<file path="src/rtl/sub4_serial.sv">
// rtl/sub4_serial.sv - bit-serial subtractor d = a - b - bin with valid/ready in and out
module sub4_serial #(
   parameter int WIDTH = 4
) (
   input  logic             clk,
   input  logic             rst,
   input  logic             in_valid,
   output logic             in_ready,
   input  logic [WIDTH-1:0] a,
   input  logic [WIDTH-1:0] b,
   input  logic             bin,
   output logic             out_valid,
   input  logic             out_ready,
   output logic [WIDTH-1:0] d,
   output logic             bout
);

   localparam int CW = (WIDTH > 2) ? $clog2(WIDTH) : 1;
   localparam logic [CW-1:0] LAST = CW'(WIDTH - 1);

   typedef enum logic [1:0] {
      IDLE  = 2'd0,
      SHIFT = 2'd1,
      DONE  = 2'd2
   } state_t;

   state_t           state_q;
   logic [WIDTH-1:0] a_q;
   logic [WIDTH-1:0] b_q;
   logic [WIDTH-1:0] res_q;
   logic [WIDTH-1:0] res_d;
   logic [CW-1:0]    cnt_q;
   logic             br_q;
   logic             br_d;
   logic             diff_bit;
   logic [WIDTH-1:0] d_q;
   logic             bout_q;
   logic             in_ready_q;
   logic             out_valid_q;

   // Single full-subtractor cell on the current LSBs plus the shifted result.
   always_comb begin
      diff_bit = a_q[0] ^ b_q[0] ^ br_q;
      br_d     = (~a_q[0] & b_q[0]) | (~(a_q[0] ^ b_q[0]) & br_q);
      res_d    = {diff_bit, res_q[WIDTH-1:1]};
   end

   // Handshake FSM, operand/result shifting and registered outputs.
   always_ff @(posedge clk) begin
      if (rst) begin
         state_q     <= IDLE;
         a_q         <= '0;
         b_q         <= '0;
         res_q       <= '0;
         cnt_q       <= '0;
         br_q        <= 1'b0;
         d_q         <= '0;
         bout_q      <= 1'b0;
         in_ready_q  <= 1'b1;
         out_valid_q <= 1'b0;
      end else begin
         case (state_q)
            IDLE: begin
               if (in_valid) begin
                  a_q        <= a;
                  b_q        <= b;
                  br_q       <= bin;
                  cnt_q      <= '0;
                  in_ready_q <= 1'b0;
                  state_q    <= SHIFT;
               end
            end
            SHIFT: begin
               a_q   <= a_q >> 1;
               b_q   <= b_q >> 1;
               br_q  <= br_d;
               res_q <= res_d;
               cnt_q <= cnt_q + 1'b1;
               // Last bit: publish the full difference and the final borrow.
               if (cnt_q == LAST) begin
                  d_q         <= res_d;
                  bout_q      <= br_d;
                  out_valid_q <= 1'b1;
                  state_q     <= DONE;
               end
            end
            DONE: begin
               if (out_ready) begin
                  out_valid_q <= 1'b0;
                  in_ready_q  <= 1'b1;
                  state_q     <= IDLE;
               end
            end
            default: begin
               out_valid_q <= 1'b0;
               in_ready_q  <= 1'b1;
               state_q     <= IDLE;
            end
         endcase
      end
   end

   assign in_ready  = in_ready_q;
   assign out_valid = out_valid_q;
   assign d         = d_q;
   assign bout      = bout_q;

endmodule

</file>
<file path="config.mk">
export PLATFORM = sky130hd
export DESIGN_NAME = sub4_serial
export DESIGN_NICKNAME = d
export VERILOG_FILES = /design/src/rtl/sub4_serial.sv
export SDC_FILE = /design/constraint.sdc
export NUM_CORES = 1
export LEC_CHECK = 0
export ABC_CLOCK_PERIOD_IN_PS = 1700
export CAP_MARGIN = 20
export CELL_PAD_IN_SITES_DETAIL_PLACEMENT = 1
export CELL_PAD_IN_SITES_GLOBAL_PLACEMENT = 2
export CORE_MARGIN = 3
export CORE_UTILIZATION = 30
export CTS_BUF_LIST = sky130_fd_sc_hd__clkbuf_8
export DETAILED_ROUTE_END_ITERATION = 10
export HOLD_SLACK_MARGIN = 0.05
export PLACE_DENSITY = 0.82
export REMOVE_ABC_BUFFERS = 1
export SETUP_SLACK_MARGIN = 0.5
export SLEW_MARGIN = 40
export SYNTH_ARGS = -nofsm -noshare
export SYNTH_HDL_FRONTEND = slang
export SYNTH_SLANG_ARGS = --single-unit
</file>
<file path="constraint.sdc">
create_clock -name clk -period 1.7 [get_ports clk]
set_clock_uncertainty 0.1 [all_clocks]
set_input_delay 0.34 -clock clk [delete_from_list [all_inputs] [get_ports clk]]
set_output_delay 0.34 -clock clk [all_outputs]
set_load 0.005 [all_outputs]
</file>
[Word level (Yosys, flattened, before mapping)]
Index checks and enable logic that the tools add are counted.
Cells by class
  bitwise operators: 9
  divide/modulo/power cells: 0
  shifts and indexed selects: 0
  multiply operators: 0
  $add $sub $neg: 1
  muxes and demuxes: 18
  reductions and logical operators: 7
  equal/unequal tests: 6
  $lt $le $gt $ge: 0
Operator list (count)
  $pmux 4 s2: 2
  $reduce_and 3->1: 3
  $mux 2: 4
  $mux 4: 2
  $ne 2x2->1 const B: 3
  $pmux 1 s3: 2
  $pmux 2 s3: 1
  $mux 1: 5
  $eq 2x2->1 const B: 2
  $not 1->1: 4
  $pmux 2 s2: 1
  $reduce_and 2->1: 2
  $add 2x1->2 const B: 1
  $and 1x1->1: 2
  $eq 2x1->1 const B: 1
  $logic_not 2->1: 1
  $pmux 1 s2: 1
  $reduce_bool 2->1: 1
  $xor 1x1->1: 2
  $or 1x1->1: 1
Storage, ports and cells
  output and inout bits: 7
  bits in read-only memories: 0
  logic and storage cells: 51
  register bits after elaboration: 24
  bits in writable memories: 0
  latch bits: 0
  input bits: 13
  memories kept: 0

[Logic depth before layout (Yosys ltp)]
Gate-level depths: netlist (run 1).
  depth in word-level cells: 5
  mapped depth: 5
  depth with buffers taken out: 4

[Worst setup path after synthesis (run 1)]
Ideal clock, no wire load.
  kind: register to register
  from: reg cnt_q[0]
  to: reg d_q[3] (netlist: d[3])
  buffers on the path: 1
  slack: 0.455 ns
  cell stages (with the launch flop): 6
  required time: 1.468 ns
  data arrival time: 1.013 ns
  path through: dfxtp_1 ha_1 clkbuf_1 nand3b_1 nand2_1 a21oi_1
Between the ends
  word-level cells in the longest chain between the ends: 2
Ends and longest elaborated chain
  start, declared: line 32  | logic [CW-1:0] cnt_q;
  start signal, assigned: line 78  | cnt_q <= cnt_q + 1'b1;
  $eq 2x2->1: line 80  | if (cnt_q == LAST) begin
  $reduce_and 2->1 (no source line)
  end signal, assigned: line 81  | d_q <= res_d;
  end, declared: line 36  | logic [WIDTH-1:0] d_q;
Every way passes these cells.
A chain may end at the register's enable or synchronous reset.

[Final worst setup path (run 1)]
  from: reg state_q[1]
  to: reg br_q
Between the ends
  word-level cells in the longest chain between the ends: 3
  elaborated cells between the ends (all ways): 6
  classes of those cells: eq/ne (2); mux (1); reduce/logical (3)
Ends and longest elaborated chain
  start, declared: line 27  | state_t state_q;
  start signal, assigned: line 51  | state_q <= IDLE;
  start signal, assigned: line 70  | state_q <= SHIFT;
  start signal, assigned: line 84  | state_q <= DONE;
  $eq 2x1->1 or $logic_not 2->1 (tied branches): line 62  | case (state_q)
  $reduce_bool 2->1 (no source line) or $ne 2x2->1 (tied branches)
  $reduce_and 2->1 (no source line)
  end signal, assigned: line 67  | br_q <= bin;
  end signal, assigned: line 76  | br_q <= br_d;
  end, declared: line 33  | logic br_q;
Parallel ways exist; a longest one is shown, timed or not.

==> results.md, run 1 <==
* Wire length of the first global-routing pass at 3800 µm
* DIE AREA at 0.00392 mm²
* DR WL/cell at 13.1 µm
* Share of synthesized area spent on multiplexers at under 10%
* Final critical-path required period at 1280 ps
* Clock Pin Slew Worst Setup and Hold Paths at roughly 80 ps
* Rel. slew slack at 81.1%
* Sequential-to-total area share from yosys stat at 47.9%
* Fin crit share at 75.4%
* Number of optimization iterations in the first detailed-route pass at 3
* Highest-count cells in the layout ignoring fill and taps: nor2_1, dfxtp_1, clkdlybuf4s50_1, buf_4
* Count of final hold-check violations at 0
* Y dimension of the die at about 63 µm
* Final setup vio count at 0
* Fraction of layout cells with a size suffix above 1 at a little under half
* Remaining routing DRC violations at 0
* Count of input and output buffers at 19
* Number of global-route vias before repair at 868
* Worst Tran Pin Value at 283 ps
* Clock network latency to the later pin of the worst-skew pair at ~260 ps
* Number of H-tree levels at 1
* Number of buffers added by the clock tree synthesis step at 3
* Final weighted congestion in routability-driven placement at 0.775
* Fin cells at 185
* Post-synthesis to final-layout area growth at 53.7%
* Number of sinks handled by clock tree synthesis at 23
* Final Worst Setup Slack at 419 ps
* Post-route setup TNS at 0 ps
* ANT nets after route at 0
* Total number of placement rows at 19
* Distinct cell type count after synthesis at 28
* TritonCTS clock tree: done
* Static leakage at 0.000578 µW
* WP data arrival at 1340 ps
* Total power at around 1200 µW
* Hold-fix buffer count after cts at 0
* Startpoint Class: flop
* Buffers from clock root to sink, at most at 2
* Number of DRC violations after detailed-routing iteration 0 at 10
* Areal power density over the cells at 784 mW/mm²
* Classification of the worst setup path: reg -> reg
* Arithmetic-cell share of the synthesized area counting full adders, half adders and majority gates at 3.38%
* Cell Count Post-Placement at roughly 170
* Effective utilization at floorplan at about a third
* Number of top-level pins at 20
* Worst EP required at between 1500 and 2000 ps
* Hold crit path type: reg -> reg
* Fin. max-slew vios at 0
* Final nets at ~160
* Total length of routed wires at 2430 µm
* Maximum operating frequency at approximately 780 MHz
* Run status: completed
* Combinational family with the most area after synthesis: simple AND/OR/NAND/NOR gates
* Initial antenna violation count at 0
* Maximum ir drop on the vdd rail at 618 µV
* Number of warning messages in the yosys log at 0
* Most frequent standard cell in the layout excluding fill and tap cells: nor2_1
* Antenna Diode Count at 0
* XOR/XNOR Fraction of Synth Area at 0%
* Max-cap violations at 0
* Area share of and/or/nand/nor cells after synthesis at 24.6%
* Post-synthesis compound-gate area fraction at 16.5%
* Clock root buffer master: clkbuf_8
* Fraction of the core area covered by cells at the end of the flow at approximately half
* Cell count after synthesis at 110
* Nature of the critical path endpoint: flop
* Remaining global-route overflow at 0
* Number of synthesized register bits at 23
* Detailed placer's ending HPWL at 1600 µm
* Peak fanout along the critical path at 7
* Average vias per placed instance at 4.87
* Overall track demand over capacity in global routing at 11.7%
* Number of vias after detailed routing at 901
* Core ar. at 0.00290 mm²
* Synthesized cell area at 962 µm²
* Post-synthesis average cell area at 8.75 µm²
* Setup repair after global routing missed its margin: yes
* Die Span X at 62.6 µm
* Worst slack at placement at -77.6 ps
* Maximum number of pins on one net before global-route repair at 24
[layout make-up]
cell class | instances | area, µm²
fillers | 342 | 1420
inverters | 2 | 7.51
clock inverters | 1 | 5.00
well taps | 42 | 52.6
multi-input cells | 77 | 551
repair buffers | 37 | 342
flip-flops and latches | 23 | 480
clock buffers | 3 | 41.3
[cells in the mapped netlist, drive strengths merged]
| library cell | number | area (µm²) |
|---|---|---|
| nor3b | 1 | 7.51 |
| or3b | 1 | 8.76 |
| a21oi | 12 | 60.1 |
| o21ba | 1 | 10.0 |
| nor2b | 1 | 8.76 |
| clkbuf | 3 | 11.3 |
| nand2b | 2 | 12.5 |
| a311oi | 1 | 8.76 |
| or2b | 1 | 7.51 |
| nand3b | 1 | 7.51 |
| mux2i | 1 | 10.0 |
| o221a | 1 | 11.3 |
| a2bb2oi | 1 | 8.76 |
| dfxtp | 23 | 460 |
| nor4 | 5 | 31.3 |
| nor2 | 23 | 86.3 |
| a2111oi | 1 | 15.0 |
| fa | 1 | 20.0 |
| nand2 | 11 | 41.3 |
| a22oi | 3 | 22.5 |
| nor3 | 1 | 5.00 |
| a211oi | 1 | 7.51 |
| o21bai | 2 | 15.0 |
| inv | 2 | 7.51 |
| nand3 | 4 | 20.0 |
| ha | 1 | 12.5 |
| buf | 5 | 45.0 |
[through the flow]
stage,area [µm²],hold slack (ps)
floorplan,906,309
global placement,1210,342
detailed placement,1210,348
CTS,1340,356
global route,1480,388
finish,1480,363
[logic make-up after synthesis]
kind of cell | after synthesis
buffers and inverters | 10
muxes | 1
adders and majority gates | 2
and+or+nand+nor | 51
AOI/OAI and AO/OA | 23
DFF | 23
[critical path, cell delays in order (launching register included)]
cell and delay [ps]:
dfxtp_4 370, or3b_4 480, o221a_1 230
[final timing paths]
| check | depth (start not counted) | slack, ps | start | endpoint |
|---|---|---|---|---|
| max reg2reg | 2 | 420 | state_q[1]$_SDFFE_PP0P_ | br_q$_SDFFE_PP0P_ |
| min reg2reg | 2 | 360 | d[1]$_SDFFE_PP0P_ | d[1]$_SDFFE_PP0P_ |
| min | 2 | 360 | d[1]$_SDFFE_PP0P_ | d[1]$_SDFFE_PP0P_ |
| max | 2 | 420 | state_q[1]$_SDFFE_PP0P_ | br_q$_SDFFE_PP0P_ |
[power by group]
part           internal (µW)  switching [µW]
logic                    124             102
clock network            164             177
registers                568            23.7
total                    856             303
[sequential cells by signal, indices dropped and copies added, names as in the netlist]
name and count:
a_q 4, b_q 4, bout 1, br_q 1
cnt_q 2, d 4, in_ready 1, out_valid 1
res_q 3, state_q 2
[per-layer routing]
metal | routed length, µm | vias to the layer above | global-route usage, %
met5 | 0 | - | 0
met4 | 15 | 0 | 2.48
met3 | 127 | 2 | 4.14
met2 | 1250 | 20 | 21.8
met1 | 1040 | 438 | 12.5
li1 | - | 441 | -
[repair_timing]
| action | 4_1_cts | 5_1_grt |
|---|---|---|
| setup endpoints to repair | 30 | 22 |
| pin swaps | 3 | 15 |
| setup buffers | 6 | 6 |
| resized for setup | 49 | 27 |
Power figures use the tool's default switching activity.
==> run 2, diff against run 1 <==
--- a/config.mk
+++ b/config.mk
@@ -5,7 +5,7 @@
 export SDC_FILE = /design/constraint.sdc
 export NUM_CORES = 1
 export LEC_CHECK = 0
-export ABC_CLOCK_PERIOD_IN_PS = 1700
+export ABC_CLOCK_PERIOD_IN_PS = 1300
 export CAP_MARGIN = 20
 export CELL_PAD_IN_SITES_DETAIL_PLACEMENT = 1
 export CELL_PAD_IN_SITES_GLOBAL_PLACEMENT = 2
==> constraint.sdc (replaced) <==
create_clock -name clk -period 1.3 [get_ports clk]
set_clock_uncertainty 0.1 [all_clocks]
set_input_delay 0.26 -clock clk [delete_from_list [all_inputs] [get_ports clk]]
set_output_delay 0.26 -clock clk [all_outputs]
set_load 0.005 [all_outputs]
==> results.md, run 2 (synthesized netlist as in run 1, its figures left out) <==
* Number of H-tree levels at 1 (unchanged)
* Antenna Diode Count at 0 (unchanged)
* Static leakage at 0.000618 µW (+6.9%)
* Fin. max-slew vios at 0 (unchanged)
* Final weighted congestion in routability-driven placement at 0.728 (-6.1%)
* Overall track demand over capacity in global routing at 11.9% (+0.19 points)
* Number of sinks handled by clock tree synthesis at 23 (unchanged)
* Most frequent standard cell in the layout excluding fill and tap cells: nor2_1
* DR WL/cell at 12.8 µm (-2.4%)
* Nature of the critical path endpoint: flop
* Final setup vio count at 0 (unchanged)
* Count of input and output buffers at 19 (unchanged)
* R2R setup slack at 6 ps (-410 ps)
* Total power at 1540 µW (+33%)
* Post-route setup TNS at 0 ps (unchanged)
* Clock network latency to the later pin of the worst-skew pair at 260 ps (about the same)
* Number of top-level pins at 20 (unchanged)
* Highest-count cells in the layout ignoring fill and taps: nor2_1, buf_4, dfxtp_1
* DIE AREA at 0.00392 mm² (unchanged)
* Wire length of the first global-routing pass at 3860 µm (+1.7%)
* Effective utilization at floorplan at 33.2% (unchanged)
* Maximum operating frequency at 773 MHz (-0.99%)
* Total number of placement rows at 19 (unchanged)
* Setup repair after global routing missed its margin: yes
* Filler instances at 331 (-3.2%)
* Remaining routing DRC violations at 0 (unchanged)
* Number of vias after detailed routing at 896 (-0.55%)
* Core ar. at 0.00290 mm² (unchanged)
* Worst EP required at 1360 ps (-400 ps)
* Areal power density over the cells at 959 mW/mm² (+22%)
* Hold Path Origin: d[1]$_SDFFE_PP0P_
* Total length of routed wires at 2410 µm (-0.78%)
* Worst hold stages at 2 (unchanged)
* ANT nets after route at 0 (unchanged)
* Buffers from clock root to sink, at most at 2 (unchanged)
* Rel. slew slack at 83.6% (+2.5 points)
* Initial antenna violation count at 0 (unchanged)
* Number of DRC violations after detailed-routing iteration 0 at 26 (+16)
* Count of final hold-check violations at 0 (unchanged)
* Number of optimization iterations in the first detailed-route pass at 2 (-1)
* Detailed placer's ending HPWL at 1600 µm (+0.18%)
* Number of global-route vias before repair at 865 (-0.35%)
* Die Span X at 62.6 µm (unchanged)
* WP data arrival at 1350 ps (about the same)
* Fraction of layout cells with a size suffix above 1 at 55.5% (+7.9 points)
* Endpoint of the worst hold-timing path: d[1]$_SDFFE_PP0P_
* Maximum ir drop on the vdd rail at 501 µV (-19%)
* Classification of the worst setup path: reg -> reg
* Clock Pin Slew Worst Setup and Hold Paths at 80 ps (about the same)
* Startpoint of the worst-slack reg-to-reg timing path: state_q[1]$_SDFFE_PP0P_
* Worst slack at placement at -407 ps (-330 ps)
* Worst Tran Pin Value at 246 ps (-37.3 ps)
* Fin crit share at 99.6% (+24 points)
* Y dimension of the die at 62.6 µm (unchanged)
* Average vias per placed instance at 4.77 (-2.1%)
* Final nets at 162 (+1.9%)
* TritonCTS clock tree: done
* Startpoint Class: flop
* Cell depth of the worst flop-to-flop path at 2 (unchanged)
* Endpoint of the lowest-slack register-to-register path: br_q$_SDFFE_PP0P_
* Remaining global-route overflow at 0 (unchanged)
* Clock root buffer master: clkbuf_8
* Peak fanout along the critical path at 7 (unchanged)
* Post-synthesis to final-layout area growth at 66.6%
* Number of buffers added by the clock tree synthesis step at 3 (unchanged)
* Final Worst Setup Slack at 5.66 ps (-413 ps)
* Run status: completed
* Final critical-path required period at 1290 ps (+12.8 ps)
* Maximum number of pins on one net before global-route repair at 23 (-4.2%)
* Max-cap violations at 0 (unchanged)
* Hold crit path type: reg -> reg
run 2: cell count changes in the layout (fill, tap and decap cells not counted), sizes merged:
cell,previous run,this run
buf,24,26
dlygate4sd2,1,2
run 2: stage by stage:
| stage | cells | cell area [µm²] | hold slack, ps | util [%] |
|---|---|---|---|---|
| final | 188 | 1600 | 355 | 55.3 |
| after global routing | 188 | 1600 | 372 | 55.3 |
| after CTS | 184 | 1430 | 352 | 49.2 |
| after detailed placement | 177 | 1270 | 345 | 43.7 |
| after global placement | 177 | 1270 | 337 | 43.7 |
| after floorplan | 102 | 906 | 229 | - |
run 2: worst max path at each step:
stage,startpoint,endpoint,slack [ps]
after floorplan,state_q[0]$_SDFFE_PP0P_,bout$_SDFFE_PP0P_,-40
after global placement,in_valid,br_q$_SDFFE_PP0P_,-390
after detailed placement,in_valid,br_q$_SDFFE_PP0P_,-410
after CTS,br_q$_SDFFE_PP0P_,d[3]$_SDFFE_PP0P_,40
after global routing,br_q$_SDFFE_PP0P_,d[3]$_SDFFE_PP0P_,-30
final,state_q[1]$_SDFFE_PP0P_,br_q$_SDFFE_PP0P_,6
run 2: layout make-up:
type	count	area, µm²	share of cell area (%)
clock buffers	3	41.3	2.58
clock inverters	1	5.00	0.312
multi-input cells	77	654	40.8
inverters	2	7.51	0.468
well taps	42	52.6	3.28
flip-flops and latches	23	479	29.9
repair buffers	40	363	22.6
run 2: per-layer routing:
layer | share of wire (%) | global-route usage [%]
met5 | 0 | 0
met1 | 44 | 13.9
met3 | 3.9 | 2.16
met2 | 51 | 21.8
met4 | 0.67 | 3.31
run 2: worst max-delay path: stages, from the launching register on:
cell and delay, ps:
dfxtp_4 380, or3b_4 480, o221a_1 230
run 2: power by group:
| part | internal (µW) | switching, µW |
|---|---|---|
| Sequential | 743 | 33.3 |
| Clock | 214 | 229 |
| Combinational | 171 | 148 |
run 2: what timing repair did:
action	in CTS	in global routing
setup endpoints to repair	30	30
hold buffers	0	0
setup buffers	3	4
gates resized for setup	60	34
pin swaps	15	17
==> run 3, diff against run 2 <==
--- a/config.mk
+++ b/config.mk
@@ -8,13 +8,14 @@
 export ABC_CLOCK_PERIOD_IN_PS = 1300
 export CAP_MARGIN = 20
 export CELL_PAD_IN_SITES_DETAIL_PLACEMENT = 1
-export CELL_PAD_IN_SITES_GLOBAL_PLACEMENT = 2
+export CELL_PAD_IN_SITES_GLOBAL_PLACEMENT = 1
 export CORE_MARGIN = 3
 export CORE_UTILIZATION = 30
 export CTS_BUF_LIST = sky130_fd_sc_hd__clkbuf_8
 export DETAILED_ROUTE_END_ITERATION = 10
+export DONT_BUFFER_PORTS = 1
 export HOLD_SLACK_MARGIN = 0.05
-export PLACE_DENSITY = 0.82
+export PLACE_DENSITY = 0.57
 export REMOVE_ABC_BUFFERS = 1
 export SETUP_SLACK_MARGIN = 0.5
 export SLEW_MARGIN = 40
==> results.md, run 3 (synthesized netlist as in run 1, its figures left out) <==
* Cell Count Post-Placement at 153 (-14%)
* Rel. slew slack at 83.0% (-0.57 points)
* Hold crit path type: in -> reg
* Total power at 1450 µW (-6.0%)
* Static leakage at 0.000481 µW (-22%)
* Number of H-tree levels at 1 (unchanged)
* Number of buffers added by the clock tree synthesis step at 3 (unchanged)
* Antenna Diode Count at 0 (unchanged)
* Total number of placement rows at 19 (unchanged)
* Startpoint Class: flop
* Number of vias after detailed routing at 798 (-11%)
* Wire length of the first global-routing pass at 3850 µm (-0.36%)
* Detailed placer's ending HPWL at 1570 µm (-2.2%)
* Clock network latency to the later pin of the worst-skew pair at 260 ps (about the same)
* Final critical-path required period at 1260 ps (-36.2 ps)
* Fraction of layout cells with a size suffix above 1 at 47.9% (-7.5 points)
* Most frequent standard cell in the layout excluding fill and tap cells: nor2_1
* Met2 wire len at 1090 µm (-11%)
* Y dimension of the die at 62.6 µm (unchanged)
* Post-route setup TNS at 0 ps (unchanged)
* Worst Tran Pin Value at 254 ps (+8.52 ps)
* Number of global-route vias before repair at 857 (-0.92%)
* Remaining routing DRC violations at 0 (unchanged)
* Clock root buffer master: clkbuf_8
* Number of DRC violations after detailed-routing iteration 0 at 6 (-77%)
* Average vias per placed instance at 4.90 (+2.7%)
* Met1 wire length at 1080 µm (+0.56%)
* Maximum operating frequency at 795 MHz (+2.9%)
* Worst slack at placement at -38.8 ps (+369 ps)
* Total length of routed wires at 2250 µm (-6.6%)
* Cell family contributing the most delay on the critical path: adder cells
* Worst Hold Slack at -49.6 ps (-405 ps)
* Number of top-level pins at 20 (unchanged)
* Maximum ir drop on the vdd rail at 441 µV (-12%)
* Final nets at 137 (-15%)
* Worst EP required at 1410 ps (+50 ps)
* Initial antenna violation count at 0 (unchanged)
* Overall track demand over capacity in global routing at 11.9% (+0.080 points)
* Final Worst Setup Slack at 41.9 ps (+36.2 ps)
* Effective utilization at floorplan at 33.2% (unchanged)
* Number of sinks handled by clock tree synthesis at 23 (unchanged)
* Max-cap violations at 0 (unchanged)
* Fin crit share at 96.8% (-2.8 points)
* Fin cells at 163 (-13%)
* Highest metal layer used by the detailed router: met4
* Areal power density over the cells at 1120 mW/mm² (+17%)
* Count of input and output buffers at 0 (-19)
* Max stage delay on crit path at 580 ps (+100 ps)
* Buffers from clock root to sink, at most at 2 (unchanged)
* Die Span X at 62.6 µm (unchanged)
* Post-synthesis to final-layout area growth at 34.2%
* ANT nets after route at 0 (unchanged)
* Nature of the critical path endpoint: flop
* Remaining global-route overflow at 0 (unchanged)
* Final weighted congestion in routability-driven placement at 0.655 (-10%)
* Crit-path cells: fa_2 -> nand3_2 -> a21oi_2
* Peak fanout along the critical path at 2 (-5)
* Final setup vio count at 0 (unchanged)
* Number of buffers and inverters on the critical path at 0 (unchanged)
* Maximum number of pins on one net before global-route repair at 24 (+4.3%)
* Highest-count cells in the layout ignoring fill and taps: nor2_1, nand2_1, dfxtp_2, dfxtp_1, buf_4
* TritonCTS clock tree: done
* Core ar. at 0.00290 mm² (unchanged)
* WP data arrival at 1360 ps (about the same)
* Run status: finished, violations left
* Filler instances at 348 (+5.1%)
* Violated checks: negative hold slack
* Critical-path cell with the highest stage delay: fa_2
* Classification of the worst setup path: reg -> reg
* DIE AREA at 0.00392 mm² (unchanged)
* Setup repair after global routing missed its margin: yes
* Fin. max-slew vios at 0 (unchanged)
* DR WL/cell at 13.8 µm (+7.7%)
* Wire length on met3 at 70 µm (-26%)
* Count of final hold-check violations at 21 (+21)
* Clock Pin Slew Worst Setup and Hold Paths at 90 ps (about the same)
* Number of optimization iterations in the first detailed-route pass at 4 (+2)
## run 3: changes by cell type in the layout (fill, tap and decap cells not counted), moves of 3 or more
cell,previous run,this run
clkdlybuf4s50_1,11,0
nand3_4,3,0
nor2_1,16,21
buf_4,14,9
a21oi_1,3,7
nor2_2,5,2
a21oi_2,9,5
nand3_1,0,3
buf_2,3,0
## run 3: layer usage
layer / global-route usage [%] / vias up
met5: 0 / -
met4: 3.31 / 0
met3: 2.34 / 2
met2: 20.9 / 12
met1: 14.8 / 388
li1: - / 396
## run 3: power breakdown
| group | internal (µW) | switching (µW) | total [µW] |
|---|---|---|---|
| combinational | 120 | 107 | 227 |
| sequential | 744 | 30.1 | 774 |
| clock | 214 | 231 | 445 |
## run 3: what timing repair did
item | 4_1_cts | 5_1_grt
buffers inserted | 4 | 2
endpoints found under the setup margin | 30 | 30
hold endpoints to repair | 22 | 22
resized for setup | 30 | 22
pin swaps | 13 | 8
## run 3: worst reg2reg max path, cell delays in order, from the launching register on
cell and delay (ps):
dfxtp_2 340, fa_2 580, nand3_2 70, a21oi_2 110
## run 3: path summary, 6_finish.rpt
check	startpoint	end	slack, ps	cells after the start
setup / recovery	a_q[0]$_SDFFE_PP0P_	d[3]$_SDFFE_PP0P_	40	3
hold / removal	rst	d[3]$_SDFFE_PP0P_	-50	1
setup reg to reg	a_q[0]$_SDFFE_PP0P_	d[3]$_SDFFE_PP0P_	40	3
hold reg to reg	d[0]$_SDFFE_PP0P_	d[0]$_SDFFE_PP0P_	360	2
## run 3: area by class of cell
class | instances | area [µm²] | area share, %
Multi-Input combinational cell | 77 | 566 | 43.8
Sequential cell | 23 | 484 | 37.5
Timing Repair Buffer | 15 | 135 | 10.5
Tap cell | 42 | 52.6 | 4.07
Clock buffer | 3 | 41.3 | 3.20
Inverter | 2 | 7.51 | 0.581
Clock inverter | 1 | 5.00 | 0.388
## run 3: stage by stage
step,instance area (µm²),utilization [%],hold WS (ps)
finish,1290,44.5,-49.6
global route,1290,44.5,-65.6
floorplan,906,-,229
detailed placement,1030,35.4,236
global placement,1030,35.4,232
CTS,1200,41.2,-58.2
